File: config.mk
export PLATFORM = sky130hd
export DESIGN_NAME = mem_stage_ctrl_flat
export DESIGN_NICKNAME = d
export VERILOG_FILES = /design/src/rtl/mem_stage_if.sv /design/src/rtl/mem_stage_ctrl.sv /design/src/flat_wrapper.sv
export SDC_FILE = /design/constraint.sdc
export NUM_CORES = 1
export LEC_CHECK = 0
export BUFFER_PORTS_ARGS = -buffer_cell sky130_fd_sc_hd__buf_2
export CAP_MARGIN = 20
export CORE_ASPECT_RATIO = 1.1
export CORE_MARGIN = 1.5
export CORE_UTILIZATION = 40
export DETAILED_ROUTE_END_ITERATION = 10
export GPL_TIMING_DRIVEN = 0
export PLACE_DENSITY_LB_ADDON = 0.1
export SYNTH_ARGS = -nofsm -noshare
export SYNTH_HDL_FRONTEND = slang
export SYNTH_SLANG_ARGS = --single-unit
File: constraint.sdc
create_clock -name clk -period 3.07 [get_ports clk]
set_input_delay 0.1535 -clock clk [delete_from_list [all_inputs] [get_ports clk]]
set_output_delay 0.1535 -clock clk [all_outputs]
set_load 0.02 [all_outputs]
File: src/rtl/mem_stage_if.sv
// -----------------------------------------------------------------------------
// mem_stage_if
// Bundles every signal of the MEM-stage sequencer except clk/rst.
//   Pipeline side : req_valid, req_load, req_store, funct3, req_addr,
//                   req_wdata, pipe_advance (in);  mem_rdata, mem_stall (out)
//   Cache side    : dmem_read, dmem_write, dmem_address, dmem_wdata,
//                   dmem_mbe (out);  dmem_rdata, dmem_resp (in)
//   Optional      : misalign_err (out), present only when the macro
//                   MEM_MISALIGN_TRAP_EN is defined.
// Modports:
//   slave  - the sequencer itself (mem_stage_ctrl).
//   master - whatever surrounds it: EX/MEM register, hazard unit and cache.
// -----------------------------------------------------------------------------
interface mem_stage_if #(
  parameter int ADDR_W = 32,
  parameter int DATA_W = 32
);
  logic              req_valid;
  logic              req_load;
  logic              req_store;
  logic [2:0]        funct3;
  logic [ADDR_W-1:0] req_addr;
  logic [DATA_W-1:0] req_wdata;
  logic              pipe_advance;

  logic              dmem_read;
  logic              dmem_write;
  logic [ADDR_W-1:0] dmem_address;
  logic [DATA_W-1:0] dmem_wdata;
  logic [3:0]        dmem_mbe;
  logic [DATA_W-1:0] dmem_rdata;
  logic              dmem_resp;

  logic [DATA_W-1:0] mem_rdata;
  logic              mem_stall;
`ifdef MEM_MISALIGN_TRAP_EN
  logic              misalign_err;
`endif

  modport master (
`ifdef MEM_MISALIGN_TRAP_EN
    input  misalign_err,
`endif
    output req_valid, req_load, req_store, funct3, req_addr, req_wdata,
    output pipe_advance, dmem_rdata, dmem_resp,
    input  dmem_read, dmem_write, dmem_address, dmem_wdata, dmem_mbe,
    input  mem_rdata, mem_stall
  );

  modport slave (
`ifdef MEM_MISALIGN_TRAP_EN
    output misalign_err,
`endif
    input  req_valid, req_load, req_store, funct3, req_addr, req_wdata,
    input  pipe_advance, dmem_rdata, dmem_resp,
    output dmem_read, dmem_write, dmem_address, dmem_wdata, dmem_mbe,
    output mem_rdata, mem_stall
  );
endinterface

File: src/rtl/mem_stage_ctrl.sv
// -----------------------------------------------------------------------------
// mem_stage_ctrl
// MEM-stage data-memory sequencer for the 5-stage RV32I pipeline. Issues one
// load or store per EX/MEM occupancy, holds it stable until the cache
// responds, stalls the pipeline meanwhile, builds byte enables and
// lane-shifted store data, and returns the raw load word for WB.
// Ports:
//   clk  - clock, rising edge
//   rst  - asynchronous, active-high reset
//   bus  - mem_stage_if.slave (pipeline request, cache port, stall, rdata)
// Optional build macro:
//   MEM_MISALIGN_TRAP_EN - misaligned halfword/word ops raise misalign_err
//   instead of issuing; otherwise the low address bits are truncated.
// -----------------------------------------------------------------------------
module mem_stage_ctrl #(
  parameter int ADDR_W = 32,
  parameter int DATA_W = 32   // only 32 is supported
) (
  input  logic         clk,
  input  logic         rst,
  mem_stage_if.slave   bus
);

  localparam logic [1:0] S_IDLE = 2'd0;
  localparam logic [1:0] S_BUSY = 2'd1;
  localparam logic [1:0] S_DONE = 2'd2;

  logic [1:0]        state_q, state_d;

  // Captured request, driven to the cache while BUSY
  logic              load_q;
  logic [ADDR_W-1:0] addr_q;
  logic [3:0]        mbe_q;
  logic [DATA_W-1:0] wdata_q;
  logic [DATA_W-1:0] rdata_q;

  logic              mem_op;
  logic              op_load;   // load wins when both load and store are set
  logic              issue;     // new request leaves IDLE this cycle
  logic              req_idle, req_busy, cur_load;
  logic [3:0]        new_mbe;
  logic [DATA_W-1:0] new_wdata;
  logic [ADDR_W-1:0] new_addr;

  assign mem_op   = bus.req_valid & (bus.req_load | bus.req_store);
  assign op_load  = bus.req_load;
  assign new_addr = {bus.req_addr[ADDR_W-1:2], 2'b00};

  // Byte-enable and lane placement. Only SB/SH are special; every other
  // store funct3 behaves as SW, and loads always read the full word.
  // NOTE: every signal assigned in always_comb gets a default first, so no
  // path leaves it unassigned and no latch is inferred.
  always_comb begin
    new_mbe   = 4'b1111;
    new_wdata = bus.req_wdata;
    if (!op_load) begin
      case (bus.funct3)
        3'b000: begin
          new_mbe   = 4'b0001 << bus.req_addr[1:0];
          new_wdata = {{(DATA_W-8){1'b0}}, bus.req_wdata[7:0]}
                      << {bus.req_addr[1:0], 3'b000};
        end
        3'b001: begin
          new_mbe   = 4'b0011 << {bus.req_addr[1], 1'b0};
          new_wdata = {{(DATA_W-16){1'b0}}, bus.req_wdata[15:0]}
                      << {bus.req_addr[1], 4'b0000};
        end
        default: ;
      endcase
    end
  end

`ifdef MEM_MISALIGN_TRAP_EN
  logic is_byte, is_half, misalign;

  // Access size class follows the same decode as the lane logic above.
  assign is_byte  = op_load ? (bus.funct3[1:0] == 2'b00) : (bus.funct3 == 3'b000);
  assign is_half  = op_load ? (bus.funct3[1:0] == 2'b01) : (bus.funct3 == 3'b001);
  assign misalign = is_half ? bus.req_addr[0]
                            : (!is_byte && (bus.req_addr[1:0] != 2'b00));
  assign issue    = mem_op & ~misalign;

  // Held for as long as the faulting op sits in EX/MEM; nothing is issued.
  assign bus.misalign_err = ~rst & (state_q == S_IDLE) & mem_op & misalign;
`else
  assign issue    = mem_op;
`endif

  assign req_idle = (state_q == S_IDLE) & issue;
  assign req_busy = (state_q == S_BUSY);
  assign cur_load = req_busy ? load_q : op_load;

  // pipe_advance without a response in IDLE/BUSY is a hazard-unit error and
  // is deliberately ignored: the state simply holds.
  always_comb begin
    state_d = state_q;
    case (state_q)
      S_IDLE:  if (issue)
                 state_d = !bus.dmem_resp ? S_BUSY
                         : (bus.pipe_advance ? S_IDLE : S_DONE);
      S_BUSY:  if (bus.dmem_resp)
                 state_d = bus.pipe_advance ? S_IDLE : S_DONE;
      S_DONE:  if (bus.pipe_advance)
                 state_d = S_IDLE;
      default: state_d = S_IDLE;
    endcase
  end

  // NOTE: the request and read-data registers are ordinary flops, not a
  // memory array, so they are all cleared by reset like the state.
  // NOTE: sequential state uses non-blocking assignments only, so every flop
  // samples pre-edge values regardless of statement order.
  always_ff @(posedge clk or posedge rst) begin
    if (rst) begin
      state_q <= S_IDLE;
      load_q  <= 1'b0;
      addr_q  <= '0;
      mbe_q   <= '0;
      wdata_q <= '0;
      rdata_q <= '0;
    end else begin
      state_q <= state_d;
      if (req_idle) begin
        load_q  <= op_load;
        addr_q  <= new_addr;
        mbe_q   <= new_mbe;
        wdata_q <= new_wdata;
      end
      // Store responses leave the last load word untouched.
      if (bus.dmem_resp && (req_idle || req_busy) && cur_load)
        rdata_q <= bus.dmem_rdata;
    end
  end

  // IDLE issues straight from the inputs (zero-wait caches complete in one
  // cycle); BUSY replays the captured copy so upstream changes cannot leak.
  // Everything is gated by rst so an in-flight request drops asynchronously.
  assign bus.dmem_read    = ~rst & ((req_idle & op_load)  | (req_busy & load_q));
  assign bus.dmem_write   = ~rst & ((req_idle & ~op_load) | (req_busy & ~load_q));
  assign bus.dmem_address = req_busy ? addr_q  : new_addr;
  assign bus.dmem_mbe     = req_busy ? mbe_q   : new_mbe;
  assign bus.dmem_wdata   = req_busy ? wdata_q : new_wdata;

  assign bus.mem_stall = ~rst & ~bus.dmem_resp & (req_idle | (req_busy & mem_op));

`ifdef MEM_MISALIGN_TRAP_EN
  assign bus.mem_rdata = (rst || bus.misalign_err) ? '0
                       : (bus.dmem_resp ? bus.dmem_rdata : rdata_q);
`else
  assign bus.mem_rdata = rst ? '0 : (bus.dmem_resp ? bus.dmem_rdata : rdata_q);
`endif

endmodule

File: src/flat_wrapper.sv
// flat-port wrapper written by rule: the top's interface ports become plain ports
module mem_stage_ctrl_flat 
#(
  parameter int ADDR_W = 32,
  parameter int DATA_W = 32                          
)
  (clk, rst, bus_req_valid, bus_req_load, bus_req_store, bus_funct3, bus_req_addr, bus_req_wdata, bus_pipe_advance, bus_dmem_rdata, bus_dmem_resp, bus_dmem_read, bus_dmem_write, bus_dmem_address, bus_dmem_wdata, bus_dmem_mbe, bus_mem_rdata, bus_mem_stall);
  mem_stage_if #(.ADDR_W(ADDR_W), .DATA_W(DATA_W)) bus_i ();
  input  logic clk;
  input  logic rst;
  input wire logic [$bits(bus_i.req_valid)-1:0] bus_req_valid;
  input wire logic [$bits(bus_i.req_load)-1:0] bus_req_load;
  input wire logic [$bits(bus_i.req_store)-1:0] bus_req_store;
  input wire logic [$bits(bus_i.funct3)-1:0] bus_funct3;
  input wire logic [$bits(bus_i.req_addr)-1:0] bus_req_addr;
  input wire logic [$bits(bus_i.req_wdata)-1:0] bus_req_wdata;
  input wire logic [$bits(bus_i.pipe_advance)-1:0] bus_pipe_advance;
  input wire logic [$bits(bus_i.dmem_rdata)-1:0] bus_dmem_rdata;
  input wire logic [$bits(bus_i.dmem_resp)-1:0] bus_dmem_resp;
  output wire logic [$bits(bus_i.dmem_read)-1:0] bus_dmem_read;
  output wire logic [$bits(bus_i.dmem_write)-1:0] bus_dmem_write;
  output wire logic [$bits(bus_i.dmem_address)-1:0] bus_dmem_address;
  output wire logic [$bits(bus_i.dmem_wdata)-1:0] bus_dmem_wdata;
  output wire logic [$bits(bus_i.dmem_mbe)-1:0] bus_dmem_mbe;
  output wire logic [$bits(bus_i.mem_rdata)-1:0] bus_mem_rdata;
  output wire logic [$bits(bus_i.mem_stall)-1:0] bus_mem_stall;
  assign bus_i.req_valid = bus_req_valid;
  assign bus_i.req_load = bus_req_load;
  assign bus_i.req_store = bus_req_store;
  assign bus_i.funct3 = bus_funct3;
  assign bus_i.req_addr = bus_req_addr;
  assign bus_i.req_wdata = bus_req_wdata;
  assign bus_i.pipe_advance = bus_pipe_advance;
  assign bus_i.dmem_rdata = bus_dmem_rdata;
  assign bus_i.dmem_resp = bus_dmem_resp;
  assign bus_dmem_read = bus_i.dmem_read;
  assign bus_dmem_write = bus_i.dmem_write;
  assign bus_dmem_address = bus_i.dmem_address;
  assign bus_dmem_wdata = bus_i.dmem_wdata;
  assign bus_dmem_mbe = bus_i.dmem_mbe;
  assign bus_mem_rdata = bus_i.mem_rdata;
  assign bus_mem_stall = bus_i.mem_stall;
  mem_stage_ctrl #(.ADDR_W(ADDR_W), .DATA_W(DATA_W)) u_core (.clk(clk), .rst(rst), .bus(bus_i));
endmodule
Yosys cells after proc, flatten, opt, wreduce, memory -nomap -nowiden
Index checks and enable logic that the tools add are counted. W data, S select, Z words.

Register bits after elaboration: 101. Input bits: 106. Word-level logic and storage cells: 57.

Equality and inequality tests: 6. Shifts and indexed selects: 4. Multiplexer cells: 16. Bitwise logic cells: 19. Reductions and logical operators: 6.

Operators by type and width (number): $mux W32 (5); $pmux W32 S2 (1); $shl A16 B5 Y32 (1); $shl A8 B5 Y32 (1); $and A1 B1 Y1 (11); $mux W2 (5); $mux W4 (2); $pmux W4 S2 (1); $pmux W2 S3 (1); $ne A2 B2 Y1 const B (2); $not A1 Y1 (4); $or A1 B1 Y1 (4); $shl A1 B2 Y4 const A (1); $shl A2 B2 Y4 const A (1); $eq A3 B1 Y1 const B (1); $logic_not A3 Y1 (1); $reduce_and A3 Y1 (1); $eq A2 B1 Y1 const B (1); $eq A2 B2 Y1 const B (1); $logic_and A1 B1 Y1 (2); $logic_not A2 Y1 (1); $ne A2 B1 Y1 const B (1); $logic_or A1 B1 Y1 (1); $mux W1 (1).

Longest topological paths before layout
Gate-level depths: netlist of run 1.

Depth in word-level cells: 6. Gate-level depth with buffers: 7.

Worst setup path after synthesis of run 1
No wires, ideal clock.

Path kind: register -> register. Start: register u_core.state_q[1]. End: register u_core.addr_q[31]. Arrival: 1.590 ns. Setup slack: 1.352 ns. Cell stages (with the launch flop): 7. Buffers on the path: 3. Period minus slack after synthesis: 1.718 ns. Path through: dfrtp_1 clkbuf_1 or2_1 nor2_1 buf_2 buf_4 mux2_1.

Longest elaborated chain between the ends: 2.

Ends and longest elaborated chain: start: declaration (line mem_stage_ctrl.sv:28) `logic [1:0] state_q, state_d;`; start signal: assignment (line mem_stage_ctrl.sv:122) `state_q <= state_d;`; $logic_not A2 Y1 (line mem_stage_ctrl.sv:89) `assign req_idle = (state_q == S_IDLE) & issue;`; $and A1 B1 Y1 (line mem_stage_ctrl.sv:89); end signal: assignment (line mem_stage_ctrl.sv:125) `addr_q <= new_addr;`; end: declaration (line mem_stage_ctrl.sv:32) `logic [ADDR_W-1:0] addr_q;`.

Every way passes these cells. A chain may end at the register's enable or synchronous reset.

Worst setup path after layout of run 1
Start: register u_core.state_q[1]. End: output port bus_dmem_wdata[11].

Longest elaborated chain between the ends: 2.

Ends and longest elaborated chain: $eq A2 B1 Y1 (line mem_stage_ctrl.sv:90) `assign req_busy = (state_q == S_BUSY);`; $mux W32 (line mem_stage_ctrl.sv:142) `assign bus.dmem_wdata = req_busy ? wdata_q : new_wdata;`; end: declaration (line flat_wrapper.sv:23) `output wire logic [$bits(bus_i.dmem_wdata)-1:0] bus_dmem_wdata;`.

Every way passes these cells.

==> qor.yml, run 1 <==
worst_pin_slew_ps: 658.0
drt_iter0_drc: 248
report.final.slew_viol_count: 0
end_kind: "output pin"
layout_min_cycle_time_ps: 2591
netlist_area_sq_um: 5743
grt_pass1_wl_um: 25790
worst_path_most_repeated_cell: "buf_2"
dr_total_vias: 5235
avgRoutedWirePerCell_um: 16.04
yosys-top-cells-count: "nand2_1 (118), dfrtp_1 (101), mux2_2 (71), nor2_1 (57), a31oi_1 (36)"
avgSynthCellArea_sq_um: 9.508
holdPathStages: 2
syn_to_final_growth_pct: 29.17
root_buffer: "clkbuf_16"
switching_share: 0.3178
cts_sinks: 101
hold_violations: 0
port_buffers: 203
path_max_fanout: 10
drive_gt1_frac: 0.3906
yosysMostFrequentCell: "nand2_1"
crit_buf_inv: 5
vdd_ir_drop_max_uv: 292.1
final_net_count: 928
setup_viol: 0
rows: 45
yosysTopAreaCell: "dfrtp_1"
start_kind: "flop"
synth-edff-count: 0
async_flop_share: 1.000
switchingPower_uw: 1474
rsz0062_at_grt: "false"
synthFlopType: "dfrtp_1"
synth_warnings: 0
start_util: 0.4130
dieArea_sq_um: 15090
place.gp.congestion: 0.8652
p_int_uw: 3163
finalClockSkew_ps: 5.483
cts_max_level: 3
seqPwrFrac: 0.400
clkSlewWorstSetupHoldPaths_ps: 70
synthTopCellsByArea: "dfrtp_1 (44%), mux2_2 (14%), nand2_1 (7.7%)"
crit_cells: 7
vias_per_cell: 5.153
fin_hold_ws_ps: 35.84
tns_ps: 0
fill_cells: 1327
clk_latency_ps: 350
hold_path.class: "input pin to flop"
setup.worst_path.class: "flop to output pin"
synth_cell_type_count: 36
gr-total-overflow: 0
synth_top_area_frac: 0.4401
p_per_area_nw_per_um2: 625.1
synth-seq-cells: 101
crit_slowest_cell: "clkbuf_1"
drt_pass1_iterations: 4
critPathMaxStageDelay_ps: 430
drv_cap: 0
antenna_found_initial: 1
hpwl_um: 12570
clk_path_buf_depth: 2
cts_tree: "built"
drcViolationCount: 0
critPathTopFamily: "buffers and inverters"
ant_nets: 0
totalWireLength_um: 16290
slew_headroom: 0.5614
crit_arrival_ps: 2440
die_h_um: 128.7
critical_path.cell_chain: "clkbuf_1 > nand2b_1 > buf_2 > buf_2 > clkbuf_1 > a31oi_1 > buf_2"
outcome: "finished clean"
synth_cells: 604
pwr-share-clk: 0.303
core_sq_um: 13910
period_share: 0.8439
max_freq_mhz: 386.0
grt_usage: 0.2218
cp_data_required_time_ps: 2920
p_comb_frac: 0.298
reg2regPathDepth: 6
die_w_um: 117.2
ios: 209
yosysSeqAreaShare: 0.4401
grt_pass1_vias: 5239
cts_buffers: 9
grt_max_degree: 42
leakagePower_uw: 0.003615
==> placed cells by master, fill, tap and decap left out, types with 4 or more instances in the layout <==
master     synthesis  routed
mux2i_1           32      32
and2_1             8       8
mux2_1            10      10
mux2_2            71      71
a31oi_1           36      36
o41ai_2            5       5
dfrtp_1          101     101
bufinv_16          0       4
buf_4              4       4
clkbuf_16          0       9
inv_1              9       8
a21oi_1           20      20
and3b_1            8       8
nand2_1          118     118
buf_2             15     218
nor2_1            57      57
clkbuf_1          27      28
o21ai_0           30      30
o31ai_1           24      24
==> layout make-up <==
cell class                      instances  area [sq um]  area share
Multi-Input combinational cell        442          2930      0.3950
Sequential cell                       101          2527      0.3407
Timing Repair Buffer                  206          1066      0.1437
Buffer                                 52         251.5     0.03390
Tap cell                              188         235.2     0.03171
Clock buffer                           10         229.0     0.03087
Clock inverter                          6         135.1     0.01822
Inverter                               10         41.29    0.005566
Antenna cell                            1         2.502   0.0003373
==> flip-flops by register name, summed over array words and instances, names as in the netlist <==
register / flops
u_core.mbe_q: 4
u_core.state_q: 2
u_core.load_q: 1
u_core.wdata_q: 32
u_core.rdata_q: 32
u_core.addr_q: 30
==> power groups by stage <==
| stage | clock network (uW) | logic, uW | registers, uW |
|---|---|---|---|
| 6_report | 1400 | 1380 | 1850 |
| 2_1_floorplan | 0 | 980 | 1830 |
| 3_3_place_gp | 0 | 1360 | 1860 |
| 3_5_place_dp | 0 | 1390 | 1880 |
| 5_1_grt | 1480 | 1520 | 1900 |
| 4_1_cts | 1430 | 1400 | 1850 |
==> per-layer routing <==
layer	wire length [um]	track usage
met5	0	0
met4	264	0.08221
met3	1137	0.05181
met2	8063	0.3731
met1	6830	0.2766
==> through the flow <==
stage | total power [uW] | std cells | util | worst slack [ps] | area, sq um
floorplan | 2808 | 605 | - | 1256 | 5751
global placement | 3212 | 996 | 0.5035 | 424.8 | 7002
detailed placement | 3270 | 998 | 0.5063 | 855.1 | 7042
CTS | 4684 | 1015 | 0.5332 | 465.4 | 7416
global route | 4909 | 1016 | 0.5334 | 314.0 | 7418
finish | 4637 | 1016 | 0.5334 | 479.1 | 7418
==> logic make-up (layout without fill, tap and decap cells) <==
| family | after synthesis | in the layout | synth area share |
|---|---|---|---|
| AND/OR/NAND/NOR | 204 | 204 | 0.1527 |
| AO/OA/AOI/OAI | 123 | 123 | 0.1416 |
| multiplexers | 113 | 113 | 0.2146 |
| flip-flops | 101 | 101 | 0.4401 |
| buffers and inverters | 62 | 284 | 0.05033 |
| other | 1 | 3 | 0.0006530 |
==> worst paths after layout <==
| kind | start | end | slack [ps] |
|---|---|---|---|
| setup / recovery | u_core.state_q[1]$_DFFE_PP0P_ | bus_dmem_wdata[11] | 480 |
| hold reg to reg | u_core.rdata_q[1]$_DFFE_PP0P_ | u_core.rdata_q[1]$_DFFE_PP0P_ | 490 |
| setup reg to reg | u_core.state_q[1]$_DFFE_PP0P_ | u_core.addr_q[31]$_DFFE_PP0P_ | 970 |
| min in group asynchronous | rst | u_core.wdata_q[16]$_DFFE_PP0P_ | 410 |
| max in group asynchronous | rst | u_core.addr_q[22]$_DFFE_PP0P_ | 2040 |
| hold / removal | bus_dmem_rdata[1] | u_core.rdata_q[1]$_DFFE_PP0P_ | 40 |
==> timing repair <==
item | in CTS | in global routing
resized for setup | 0 | 0
hold buffers | 1 | 0
buffers inserted | 0 | 0
hold endpoints to repair | 1 | 0
endpoints found under the setup margin | 0 | 0
Note: power is estimated with default switching activity, not from simulation.
==> inputs of run 2 (changes only) <==
==> constraint.sdc (replaced) <==
create_clock -name clk -period 2.3 [get_ports clk]
set_input_delay 0.115 -clock clk [delete_from_list [all_inputs] [get_ports clk]]
set_output_delay 0.115 -clock clk [all_outputs]
set_load 0.02 [all_outputs]
==> run 2 against run 1 <==
- via count rose by 2.1%
- total power rose by 34%
- clock power rose by 34%
- clock-buffer cell count did not move
- sequential share of layout area fell by 1.2 points
- final cell count rose by 2.4%
==> qor.yml, run 2 (synthesized netlist as in run 1, its figures left out) <==
outcome: "finished clean"
rsz0062_at_grt: "false"
fin_cells: 1040
setup_viol: 0
port_buffers: 203
antenna_found_initial: 1
critPathMaxStageDelay_ps: 460
layout_min_cycle_time_ps: 2177
worst_pin_slew_ps: 658.8
drt_pass1_iterations: 5
hold_path.class: "input pin to flop"
finalClockSkew_ps: 5.528
report.final.slew_viol_count: 0
place.gp.congestion: 0.8652
start_util: 0.4130
hpwl_um: 12570
multi_input_area_sq_um: 2930
ant_nets: 0
die_h_um: 128.7
path_max_fanout: 10
grt_pass1_vias: 5301
clk_latency_ps: 350
met1_usage: 0.2771
gr-total-overflow: 0
layout_common_cells: "buf_2 (216), nand2_1 (118), dfrtp_1 (101), mux2_2 (71), nor2_1 (57)"
drive_gt1_frac: 0.3890
dieArea_sq_um: 15090
final_net_count: 952
clk_path_buf_depth: 2
grt_pass1_wl_um: 26110
cts_max_level: 3
root_buffer: "clkbuf_16"
syn_to_final_growth_pct: 33.83
dr_total_vias: 5343
cts_buffers: 9
avgRoutedWirePerCell_um: 15.92
postLayoutCoreUtil: 0.5527
dpl.cell_count: 998
ios: 209
period_share: 0.9464
vdd_ir_drop_max_uv: 394.9
worst_path_most_repeated_cell: "buf_2"
grt_max_degree: 42
cp_data_required_time_ps: 2180
drv_cap: 0
p_per_area_nw_per_um2: 810.8
crit_arrival_ps: 2060
cts_tree: "built"
slew_headroom: 0.5596
largestRegisters: "u_core.rdata_q (32), u_core.wdata_q (32), u_core.addr_q (30)"
crit_slowest_cell: "dfrtp_1"
leakagePower_uw: 0.003747
drt_iter0_drc: 276
drcViolationCount: 0
critical_path.cell_chain: "nand2b_1 > buf_2 > buf_4 > clkbuf_2 > a21oi_1 > buf_2"
start_kind: "flop"
totalWireLength_um: 16560
setup.worst_path.class: "flop to output pin"
core_sq_um: 13910
hold_violations: 0
die_w_um: 117.2
busiest_layer: "met2"
fill_cells: 1304
cts_sinks: 101
max_freq_mhz: 459.4
grt_usage: 0.2244
clkSlewWorstSetupHoldPaths_ps: 70
regArea_sq_um: 2527
post_cts_buffers: 0
end_kind: "output pin"
use_met2: 0.3851
grtUsageMet3: 0.04663
final_common_cell: "buf_2"
vias_per_cell: 5.138
rows: 45
## run 2: cell count changes in the layout (fill, tap and decap cells not counted), sizes merged
cell / before / now
dlygate4sd3: 1 / 27
buf: 230 / 227
clkbuf: 37 / 38
## run 2: layout make-up
class	count	area share
buffer	50	0.03370
inverter	10	0.005372
sequential	101	0.3288
timing repair buffer	232	0.1726
clock buffer	10	0.02979
tap	188	0.03060
multi-input combinational	442	0.3812
antenna	1	0.0003256
clock inverter	6	0.01758
## run 2: worst paths after layout
check / startpoint / end / slack, ps / cells after the start
max in group asynchronous: rst / u_core.addr_q[22]$_DFFE_PP0P_ / 1300 / 4
worst min-delay path: bus_dmem_rdata[9] / u_core.rdata_q[9]$_DFFE_PP0P_ / 10 / 2
min in group asynchronous: rst / u_core.rdata_q[5]$_DFFE_PP0P_ / 380 / 3
worst min register to register: u_core.rdata_q[1]$_DFFE_PP0P_ / u_core.rdata_q[1]$_DFFE_PP0P_ / 490 / 1
worst max register to register: u_core.state_q[1]$_DFFE_PP0P_ / u_core.addr_q[31]$_DFFE_PP0P_ / 280 / 5
worst max-delay path: u_core.state_q[1]$_DFFE_PP0P_ / bus_dmem_mbe[0] / 120 / 6
## run 2: where the power goes
group | internal [uW] | total [uW] | switching [uW]
Combinational | 837 | 1880 | 1040
Clock | 1170 | 1870 | 696
Sequential | 2240 | 2480 | 236
## run 2: what timing repair did
item                                    CTS  global route
hold endpoints to repair                 27             0
gates resized for setup                   7             3
endpoints found under the setup margin   48            47
hold buffers                             27             0
## run 2: worst max-delay path: cells and delay by family (launching register included)
| family | cells | cell delay, ps |
|---|---|---|
| flops | 1 | 460 |
| simple gates | 1 | 170 |
| compound gates | 1 | 270 |
| buf+inv | 4 | 810 |
## run 2: metrics by stage
| step | power [uW] | TNS, ps | worst slack (ps) | hold slack, ps | cell area (sq um) |
|---|---|---|---|---|---|
| 2_1_floorplan | 3749 | 0 | 524.9 | 181.8 | 5751 |
| 3_3_place_gp | 4287 | -30260 | -306.7 | 274.2 | 7002 |
| 3_5_place_dp | 4365 | 0 | 123.6 | 279.8 | 7042 |
| 4_1_cts | 6289 | 0 | 7.320 | 0.06650 | 7682 |
| 5_1_grt | 6597 | 0 | 10.93 | 5.167 | 7686 |
| 6_report | 6232 | 0 | 123.3 | 12.51 | 7686 |
## run 2: layer usage
| metal | wire (um) | share of wire |
|---|---|---|
| met5 | 0 | 0 |
| met4 | 372 | 0.022 |
| met3 | 1092 | 0.066 |
| met2 | 8222 | 0.50 |
| met1 | 6869 | 0.41 |
==> inputs of run 3 (changes only) <==
--- a/config.mk
+++ b/config.mk
@@ -10,9 +10,11 @@
 export CORE_ASPECT_RATIO = 1.1
 export CORE_MARGIN = 1.5
 export CORE_UTILIZATION = 40
+export CTS_BUF_LIST = sky130_fd_sc_hd__clkbuf_4 sky130_fd_sc_hd__clkbuf_8 sky130_fd_sc_hd__clkbuf_16
 export DETAILED_ROUTE_END_ITERATION = 10
 export GPL_TIMING_DRIVEN = 0
 export PLACE_DENSITY_LB_ADDON = 0.1
+export SKIP_CTS_REPAIR_TIMING = 1
 export SYNTH_ARGS = -nofsm -noshare
 export SYNTH_HDL_FRONTEND = slang
 export SYNTH_SLANG_ARGS = --single-unit
==> run 3 against run 2 <==
- the run now ends with negative hold slack left
- largest cell class unchanged
- die area stayed put
- register-to-register slack hardly changed
- non-clock buffer count is 23 lower
- highest routed layer unchanged
- total power is 0.26% lower
- maximum frequency is 1.0% lower
- combinational power hardly changed
- wire length is 1.4% lower
- via count is 2.3% lower
- hold slack worse by 13 ps
==> qor.yml, run 3 (synthesized netlist as in run 1, its figures left out) <==
period_share: 0.9560
tns_ps: 0
ant_nets: 0
p_int_uw: 4242
grt_pass1_wl_um: 25760
gr-total-overflow: 0
clkSlewWorstSetupHoldPaths_ps: 70
die_w_um: 117.2
use_met2: 0.3724
cts_buffers: 9
placed_cell_area_sq_um: 7042
layout_setup_ws_ps: 101.2
finalClockSkew_ps: 5.654
critPathMaxStageDelay_ps: 460
layout_min_cycle_time_ps: 2199
crit_slowest_cell: "dfrtp_1"
port_buffers: 203
hpwl_um: 12570
crit_arrival_ps: 2080
report.final.slew_viol_count: 0
largestRegisters: "u_core.rdata_q (32), u_core.wdata_q (32), u_core.addr_q (30)"
core_sq_um: 13910
die_h_um: 128.7
grt_usage: 0.2217
critPathTopFamily: "buffers and inverters"
drt_iter0_drc: 278
avgRoutedWirePerCell_um: 16.05
pwr-share-clk: 0.304
ios: 209
leakagePower_uw: 0.003654
totalWireLength_um: 16330
vias_per_cell: 5.134
grtUsageMet3: 0.05323
fin_cells: 1017
fill_cells: 1323
clk_path_buf_depth: 2
cts_max_level: 3
cts_sinks: 101
cp_data_required_time_ps: 2180
start_util: 0.4130
hold_violations: 1
dr_total_vias: 5221
seqPwrFrac: 0.398
met1_usage: 0.2760
max_freq_mhz: 454.8
syn_to_final_growth_pct: 29.93
switchingPower_uw: 1974
critical_path.cell_chain: "nand2b_1 > buf_2 > clkbuf_4 > clkbuf_2 > a31oi_1 > buf_2"
clk_latency_ps: 350
setup_viol: 0
layout_common_cells: "buf_2 (217), nand2_1 (118), dfrtp_1 (101), mux2_2 (71), nor2_1 (57)"
grt_pass1_vias: 5234
worst_pin_slew_ps: 664.6
drv_cap: 0
outcome: "finished with violations"
busiest_layer: "met2"
violations: "negative hold slack"
drive_gt1_frac: 0.4046
worst_path_most_repeated_cell: "buf_2"
antenna_found_initial: 1
switching_share: 0.3176
dpl.cell_count: 998
slew_headroom: 0.5570
pre_cts_ws_ps: 123.6
drt_pass1_iterations: 4
final_net_count: 929
start_kind: "flop"
dieArea_sq_um: 15090
rows: 45
place.gp.congestion: 0.8652
crit_buf_inv: 4
drcViolationCount: 0
power_uw: 6216
root_buffer: "clkbuf_16"
vdd_ir_drop_max_uv: 389.3
setup.worst_path.class: "flop to output pin"
fin_area_sq_um: 7462
p_per_area_nw_per_um2: 833.0
final_common_cell: "buf_2"
grt_max_degree: 42
end_kind: "output pin"
p_comb_frac: 0.298
cts_tree: "built"
hold_path.class: "input pin to flop"
fin_hold_ws_ps: -0.8087
path_max_fanout: 10
-- run 3: cell count changes in the layout (fill, tap and decap cells not counted), sizes merged --
cell,change
clkbuf,+1
dlygate4sd3,-24
-- run 3: stage by stage --
step | hold WS, ps | util
floorplan | 181.8 | -
global placement | 274.2 | 0.5035
detailed placement | 279.8 | 0.5063
CTS | -97.08 | 0.5328
global route | 1.239 | 0.5366
finish | -0.8087 | 0.5366
-- run 3: worst reg2reg max path, cell delays in order (launching register included) --
cell	delay, ps
dfrtp_1	460
or2_1	270
nor2_1	240
buf_2	350
buf_4	250
mux2_1	340
-- run 3: area by class of cell --
class                           instances  area (sq um)  area share
Multi-Input combinational cell        442          2940      0.3940
Sequential cell                       101          2527      0.3387
Timing Repair Buffer                  208          1086      0.1455
Buffer                                 51         261.5     0.03504
Tap cell                              188         235.2     0.03152
Clock buffer                           10         232.7     0.03119
Clock inverter                          6         135.1     0.01811
Inverter                               10         41.29    0.005533
Antenna cell                            1         2.502   0.0003353
-- run 3: final timing paths --
path | from | end | slack, ps | depth (start not counted)
setup / recovery | u_core.state_q[1]$_DFFE_PP0P_ | bus_dmem_wdata[10] | 100 | 6
hold / removal | bus_dmem_rdata[20] | u_core.rdata_q[20]$_DFFE_PP0P_ | -0.8 | 2
hold reg to reg | u_core.rdata_q[1]$_DFFE_PP0P_ | u_core.rdata_q[1]$_DFFE_PP0P_ | 490 | 1
max in group asynchronous | rst | u_core.addr_q[22]$_DFFE_PP0P_ | 1310 | 4
setup reg to reg | u_core.state_q[1]$_DFFE_PP0P_ | u_core.addr_q[31]$_DFFE_PP0P_ | 280 | 5
min in group asynchronous | rst | u_core.wdata_q[16]$_DFFE_PP0P_ | 370 | 3
-- run 3: per-layer routing --
layer | vias to the layer above | part of all wire
met2 | 157 | 0.49
met5 | - | 0
met3 | 20 | 0.070
met1 | 2486 | 0.42
li1 | 2558 | -
met4 | 0 | 0.020
-- run 3: power by group through the flow --
stage / combinational [uW] / clock [uW] / sequential (uW)
after global placement: 1810 / 0 / 2480
after global routing: 2040 / 1990 / 2540
after CTS: 1860 / 1930 / 2470
after floorplan: 1310 / 0 / 2440
after detailed placement: 1860 / 0 / 2500
final: 1850 / 1890 / 2480
